$ cat src/rtl/channel_lut_host_bridge_if.sv
// Wishbone classic slave bundle between the host register bus and the channel LUT bridge.
interface channel_lut_host_bridge_if #(
    parameter int CHANNEL_INP_WIDTH = 6,
    parameter int WB_DAT_WIDTH      = 32
);
    logic [CHANNEL_INP_WIDTH:0] wb_adr_i;
    logic [WB_DAT_WIDTH-1:0]    wb_dat_i;
    logic [WB_DAT_WIDTH-1:0]    wb_dat_o;
    logic                       wb_we_i;
    logic                       wb_stb_i;
    logic                       wb_cyc_i;
    logic                       wb_ack_o;
    logic                       wb_err_o;

    modport master (
        output wb_adr_i, wb_dat_i, wb_we_i, wb_stb_i, wb_cyc_i,
        input  wb_dat_o, wb_ack_o, wb_err_o
    );

    modport slave (
        input  wb_adr_i, wb_dat_i, wb_we_i, wb_stb_i, wb_cyc_i,
        output wb_dat_o, wb_ack_o, wb_err_o
    );
endinterface

$ cat src/rtl/channel_lut_host_bridge.sv
// Wishbone-to-LUT request/ack bridge for the channel selector, gated by the selector's LUT clear.
// Optional acknowledge watchdog: define CHANNEL_LUT_TIMEOUT_EN.
//
// state     | meaning
// WAIT_INIT | selector LUT clear not yet reported; LUT accesses end in error
// IDLE      | initialised, waiting for a host strobe
// REQ       | lut_WrRd asserted, waiting for lut_ack
// RESP      | one-cycle ack/err to the host, strobe ignored
module channel_lut_host_bridge #(
    parameter int CHANNEL_INP_WIDTH  = 6,
    parameter int CHANNEL_OUTP_WIDTH = 4,
    parameter int WB_DAT_WIDTH       = 32,
    parameter int TIMEOUT_CYCLES     = 16
) (
    input  logic                          clk,
    input  logic                          rst,
    channel_lut_host_bridge_if.slave      wb,
    input  logic                          reset_comb_done,
    output logic [1:0]                    lut_WrRd,
    output logic [CHANNEL_INP_WIDTH-1:0]  lut_addr,
    output logic [CHANNEL_OUTP_WIDTH:0]   lut_dat_o,
    input  logic [CHANNEL_OUTP_WIDTH:0]   lut_dat_i,
    input  logic                          lut_ack
);

    typedef enum logic [1:0] {WAIT_INIT, IDLE, REQ, RESP} state_t;

    state_t state;
    logic   init_done;
    logic   init_seen;
    logic   host_dropped;
    logic   timeout_flag;
    logic   access;
    logic   status_sel;
    logic   unused_ok;
    logic [WB_DAT_WIDTH-1:0] status_word;

    assign access      = wb.wb_cyc_i & wb.wb_stb_i;
    assign status_sel  = wb.wb_adr_i[CHANNEL_INP_WIDTH];
    assign status_word = {{(WB_DAT_WIDTH-2){1'b0}}, timeout_flag, init_done};
    assign unused_ok   = &{1'b0, wb.wb_dat_i[WB_DAT_WIDTH-1:CHANNEL_OUTP_WIDTH+1]};

`ifdef CHANNEL_LUT_TIMEOUT_EN
    localparam int CNT_W = $clog2(TIMEOUT_CYCLES + 1);
    logic [CNT_W-1:0] timeout_cnt;
`else
    localparam int unused_timeout_cycles = TIMEOUT_CYCLES;
    assign timeout_flag = 1'b0;
`endif

    always_ff @(posedge clk) begin
        if (rst) begin
            state        <= WAIT_INIT;
            wb.wb_ack_o  <= 1'b0;
            wb.wb_err_o  <= 1'b0;
            wb.wb_dat_o  <= '0;
            lut_WrRd     <= 2'b00;
            lut_addr     <= '0;
            lut_dat_o    <= '0;
            init_done    <= 1'b0;
            host_dropped <= 1'b0;
            // A clear-done pulse seen during reset must survive it.
            init_seen    <= init_seen | reset_comb_done;
`ifdef CHANNEL_LUT_TIMEOUT_EN
            timeout_flag <= 1'b0;
            timeout_cnt  <= '0;
`endif
        end else begin
            wb.wb_ack_o <= 1'b0;
            wb.wb_err_o <= 1'b0;
            if (reset_comb_done && !init_done)
                init_seen <= 1'b1;

            case (state)
                WAIT_INIT, IDLE: begin
                    if (state == WAIT_INIT && (init_seen || reset_comb_done)) begin
                        init_done <= 1'b1;
                        init_seen <= 1'b0;
                        state     <= IDLE;
                    end else if (access) begin
                        state <= RESP;
                        if (status_sel) begin
                            wb.wb_ack_o <= 1'b1;
                            wb.wb_dat_o <= status_word;
`ifdef CHANNEL_LUT_TIMEOUT_EN
                            if (wb.wb_we_i && wb.wb_dat_i[1])
                                timeout_flag <= 1'b0;
`endif
                        end else if (state == WAIT_INIT) begin
                            wb.wb_err_o <= 1'b1;
                        end else begin
                            lut_addr     <= wb.wb_adr_i[CHANNEL_INP_WIDTH-1:0];
                            if (wb.wb_we_i)
                                lut_dat_o <= wb.wb_dat_i[CHANNEL_OUTP_WIDTH:0];
                            lut_WrRd     <= {wb.wb_we_i, !wb.wb_we_i};
                            host_dropped <= 1'b0;
                            state        <= REQ;
`ifdef CHANNEL_LUT_TIMEOUT_EN
                            timeout_cnt  <= CNT_W'(TIMEOUT_CYCLES - 1);
`endif
                        end
                    end
                end

                REQ: begin
                    // The LUT operation always finishes; only the host response is dropped.
                    if (!wb.wb_cyc_i)
                        host_dropped <= 1'b1;
                    if (lut_ack) begin
                        lut_WrRd <= 2'b00;
                        if (lut_WrRd[0])
                            wb.wb_dat_o <= WB_DAT_WIDTH'(lut_dat_i);
                        wb.wb_ack_o <= wb.wb_cyc_i && !host_dropped;
                        state       <= RESP;
                    end
`ifdef CHANNEL_LUT_TIMEOUT_EN
                    else if (timeout_cnt == '0) begin
                        lut_WrRd     <= 2'b00;
                        timeout_flag <= 1'b1;
                        wb.wb_err_o  <= wb.wb_cyc_i && !host_dropped;
                        state        <= RESP;
                    end else begin
                        timeout_cnt <= timeout_cnt - 1'b1;
                    end
`endif
                end

                RESP: begin
                    state <= init_done ? IDLE : WAIT_INIT;
                end

                default: state <= WAIT_INIT;
            endcase
        end
    end

endmodule

$ cat src/flat_wrapper.sv
// flat-port wrapper written by rule: the top's interface ports become plain ports
module channel_lut_host_bridge_flat 
#(
    parameter int CHANNEL_INP_WIDTH  = 6,
    parameter int CHANNEL_OUTP_WIDTH = 4,
    parameter int WB_DAT_WIDTH       = 32,
    parameter int TIMEOUT_CYCLES     = 16
)
  (clk, rst, reset_comb_done, lut_WrRd, lut_addr, lut_dat_o, lut_dat_i, lut_ack, wb_wb_adr_i, wb_wb_dat_i, wb_wb_we_i, wb_wb_stb_i, wb_wb_cyc_i, wb_wb_dat_o, wb_wb_ack_o, wb_wb_err_o);
  channel_lut_host_bridge_if #(.CHANNEL_INP_WIDTH(CHANNEL_INP_WIDTH), .WB_DAT_WIDTH(WB_DAT_WIDTH)) wb_i ();
  input  logic clk;
  input  logic rst;
  input  logic reset_comb_done;
  output logic [1:0] lut_WrRd;
  output logic [CHANNEL_INP_WIDTH-1:0] lut_addr;
  output logic [CHANNEL_OUTP_WIDTH:0] lut_dat_o;
  input  logic [CHANNEL_OUTP_WIDTH:0] lut_dat_i;
  input  logic lut_ack;
  input wire logic [$bits(wb_i.wb_adr_i)-1:0] wb_wb_adr_i;
  input wire logic [$bits(wb_i.wb_dat_i)-1:0] wb_wb_dat_i;
  input wire logic [$bits(wb_i.wb_we_i)-1:0] wb_wb_we_i;
  input wire logic [$bits(wb_i.wb_stb_i)-1:0] wb_wb_stb_i;
  input wire logic [$bits(wb_i.wb_cyc_i)-1:0] wb_wb_cyc_i;
  output wire logic [$bits(wb_i.wb_dat_o)-1:0] wb_wb_dat_o;
  output wire logic [$bits(wb_i.wb_ack_o)-1:0] wb_wb_ack_o;
  output wire logic [$bits(wb_i.wb_err_o)-1:0] wb_wb_err_o;
  assign wb_i.wb_adr_i = wb_wb_adr_i;
  assign wb_i.wb_dat_i = wb_wb_dat_i;
  assign wb_i.wb_we_i = wb_wb_we_i;
  assign wb_i.wb_stb_i = wb_wb_stb_i;
  assign wb_i.wb_cyc_i = wb_wb_cyc_i;
  assign wb_wb_dat_o = wb_i.wb_dat_o;
  assign wb_wb_ack_o = wb_i.wb_ack_o;
  assign wb_wb_err_o = wb_i.wb_err_o;
  channel_lut_host_bridge #(.CHANNEL_INP_WIDTH(CHANNEL_INP_WIDTH), .CHANNEL_OUTP_WIDTH(CHANNEL_OUTP_WIDTH), .WB_DAT_WIDTH(WB_DAT_WIDTH), .TIMEOUT_CYCLES(TIMEOUT_CYCLES)) u_core (.clk(clk), .rst(rst), .wb(wb_i), .reset_comb_done(reset_comb_done), .lut_WrRd(lut_WrRd), .lut_addr(lut_addr), .lut_dat_o(lut_dat_o), .lut_dat_i(lut_dat_i), .lut_ack(lut_ack));
endmodule
$ cat config.mk
export PLATFORM = sky130hd
export DESIGN_NAME = channel_lut_host_bridge_flat
export DESIGN_NICKNAME = d
export VERILOG_FILES = /design/src/rtl/channel_lut_host_bridge_if.sv /design/src/rtl/channel_lut_host_bridge.sv /design/src/flat_wrapper.sv
export SDC_FILE = /design/constraint.sdc
export NUM_CORES = 1
export LEC_CHECK = 0
export CAP_MARGIN = 15
export CORE_UTILIZATION = 35
export CTS_BUF_LIST = sky130_fd_sc_hd__clkbuf_4 sky130_fd_sc_hd__clkbuf_8
export DETAILED_ROUTE_END_ITERATION = 6
export GPL_TIMING_DRIVEN = 1
export HOLD_SLACK_MARGIN = 0.08
export PLACE_DENSITY = 0.78
export SYNTH_ARGS = -nofsm -noshare
export SYNTH_HDL_FRONTEND = slang
export SYNTH_SLANG_ARGS = --single-unit
$ cat constraint.sdc
create_clock -name clk -period 2.1 [get_ports clk]
set_clock_uncertainty 0.05 [all_clocks]
set_input_delay 0.21 -clock clk [delete_from_list [all_inputs] [get_ports clk]]
set_output_delay 0.21 -clock clk [all_outputs]
set_load 0.01 [all_outputs]
==> metrics, run 1 <==
delay-heaviest family, CP=flip-flops; Clock Tree Buf Depth=2; clock latency at the later pin of the worst-skew pair=0.27 ns; first-pass GRT wire length=4.08 mm; via/cell ratio=4.36; Post-route DRC=0; CTS tree=built; Antenna Violating Nets Remaining=0; crit path capture type=flop; n_diodes=0; core area=3690 um^2; Commonest cells post-synth=buf_4 (29), dfxtp_1 (25), mux2i_1 (19); H-tree levels=1; dominant synthesized flop cell=dfxtp_1; Critical Path AT=2.02 ns; max cap viols=0; FP Rows=22; Slowest-stage cell, CP=dfxtp_1; share of cells above drive strength 1=7.14%; Crit. path cell count=6; Post-CTS Hold Fix Bufs=0; Area growth syn-to-layout=32.7%; post-synthesis sequential area ratio=36.8%; Worst Path Buf+Inv=1; placed cell areas=1750 um^2; fin nets=253; fillcell total=378; Leak=0.838 nW; Gate Count Post-Synth=150; Cell Pwr Density=863 nW/um^2; top post-synthesis cells by area=dfxtp_1 (37%), buf_4 (16%), mux2i_1 (14%); largest net degree at the start of global routing=14; critical path, cell by cell=inv_1 -> ha_1 -> o2bb2ai_1 -> and3_1 -> and3_1 -> mux2_1; vias in the first global route=974; Max Freq=0.524 GHz; CP startpoint kind=flop; #FFs+latches synth=25; hold crit path type=flop to flop; clock transition at the registers of the reported paths=0.09 ns; Post-synth EDFFs=0; gpl congestion=0.818; drt pass-1 iters=4; GRT Total Usage=12.3%; effective utilization at floorplan=36.9%; YS warnings=0; Die W=64.3 um; via count=1,064; critical path type=flop to flop; area leader, netlist=dfxtp_1; post-placement cell count=240; port bufs=43; DIE HEIGHT=64.3 um; distinct cell type count after synthesis=28; status=complete, no violations; synthesized area=1360 um^2; Setup TNS=0 ns; post-route clock period utilization=90.9%; Die Area=4140 um^2; Critical Path Fanout Max=6; fin crit period=1.91 ns; top-count cell post-synth=buf_4; Detailed Place HPWL=1.95 mm; WL/cell=10.3 um; io pins=98; Worst Hold Path Cells=2; Final setup viols=0; CTS Buf Count=3; Hold Fails Final Rpt=0; initial antenna violation count=0; final wirelength=2.51 mm; GR Overflow Total=0; most used cell, CP=and3_1; slowest stage delay, CP=0.43 ns; CP Data Required Time=2.21 ns; clock root buffer=clkbuf_8; CTS Sinks=25; IR drop worst, VDD=466 uV; RSZ-0062 raised after global routing=no; Layout Cells excl Fill=244; Design Area, Final=1800 um^2; Reg2Reg Depth=6; Pins Over Slew Limit=0; ys async rst share=0%; Avg Cell Area, Syn=9.07 um^2; WHS=0.415 ns; top-area cell type share of the netlist area=36.8%; initial DRC count=28
[layout by cell type (no fill, tap or decap), types with 2 or more instances in the layout]
cell / Yosys / layout
a21oi_1: 7 / 7
a221oi_2: 2 / 2
and3_1: 2 / 2
and4b_1: 2 / 2
buf_4: 29 / 4
clkbuf_8: 0 / 3
clkdlybuf4s50_1: 0 / 43
conb_1: 1 / 27
dfxtp_1: 25 / 25
ha_1: 5 / 4
inv_1: 4 / 4
mux2i_1: 19 / 19
nand2_1: 13 / 13
nand2b_1: 5 / 5
nand3_1: 2 / 2
nor2_1: 17 / 17
nor3_1: 2 / 2
o21ai_0: 2 / 2
[routing by layer]
layer  global-route usage [%]  share of wire, %  vias to the layer above
met1                     15.7                47                      472
met4                     1.67              0.28                        0
li1                         -                 -                      537
met5                        0                 0                        -
met2                     20.8                45                       53
met3                     3.75               7.6                        2
[power breakdown]
part / switching [W] / internal, W / total, W / leakage, nW
sequential: 0.0000533 / 0.000541 / 0.000595 / 0.203
clock: 0.000148 / 0.000149 / 0.000296 / 0.0262
combinational: 0.000343 / 0.000324 / 0.000667 / 0.609
[stage by stage]
| step | total power, W | worst slack, ns | util [%] |
|---|---|---|---|
| after floorplan | 0.00110 | 0.288 | - |
| after global placement | 0.00125 | 0.181 | 47.5 |
| after detailed placement | 0.00127 | 0.155 | 47.5 |
| after CTS | 0.00157 | 0.141 | 48.8 |
| after global routing | 0.00167 | 0.0589 | 48.9 |
| final | 0.00156 | 0.191 | 48.9 |
[worst reg2reg max path, cell delays in order, from the launching register on]
cell and delay [ns]:
dfxtp_1 0.43, inv_1 0.12, ha_1 0.26, o2bb2ai_1 0.18, and3_1 0.21, and3_1 0.21, mux2_1 0.33
[registers in the layout, summed over array words and instances (netlist names)]
| signal | flops |
|---|---|
| u_core.state | 2 |
| u_core.init_seen | 1 |
| u_core.init_done | 1 |
| u_core.lut_WrRd | 2 |
| u_core.lut_dat_o | 5 |
| u_core.wb.wb_err_o | 1 |
| u_core.lut_addr | 6 |
| u_core.wb.wb_ack_o | 1 |
| u_core.wb.wb_dat_o | 5 |
| u_core.host_dropped | 1 |
[final timing paths]
kind / from / endpoint / slack [ns]
setup / recovery: u_core.state[1] / u_core.lut_WrRd[0] / 0.19
hold reg to reg: u_core.wb.wb_dat_o[2] / u_core.wb.wb_dat_o[2] / 0.42
hold / removal: u_core.wb.wb_dat_o[2] / u_core.wb.wb_dat_o[2] / 0.42
setup reg to reg: u_core.state[1] / u_core.lut_WrRd[0] / 0.19
[area by class of cell]
class	count	area (um^2)	share of cell area [%]
Clock buffer	4	48.8	2.70
Multi-Input combinational cell	115	716	39.7
Inverter	5	18.8	1.04
Tap cell	48	60.1	3.33
Timing Repair Buffer	47	460	25.5
Sequential cell	25	500	27.7
[timing repair]
action / CTS / global route
setup buffers: 0 / 0
endpoints found under the setup margin: 0 / 1
gates resized for setup: 0 / 1
[logic make-up after synthesis]
family | after synthesis | share of synthesized area, %
flip-flops | 25 | 36.8
adder cells (fa/ha/maj) | 5 | 4.60
multiplexers | 21 | 15.6
AO/OA/AOI/OAI | 15 | 8.28
buffers and inverters | 36 | 17.9
AND/OR/NAND/NOR | 47 | 16.5
other | 1 | 0.276
Note: power is estimated with default switching activity, not from simulation.
==> inputs of run 2 (changes only) <==
--- a/config.mk
+++ b/config.mk
@@ -9,6 +9,7 @@
 export CORE_UTILIZATION = 35
 export CTS_BUF_LIST = sky130_fd_sc_hd__clkbuf_4 sky130_fd_sc_hd__clkbuf_8
 export DETAILED_ROUTE_END_ITERATION = 6
+export GPL_ROUTABILITY_DRIVEN = 0
 export GPL_TIMING_DRIVEN = 1
 export HOLD_SLACK_MARGIN = 0.08
 export PLACE_DENSITY = 0.78
==> results of run 2 <==
The final DEF is identical to that of run 1; final timing and power are the same.
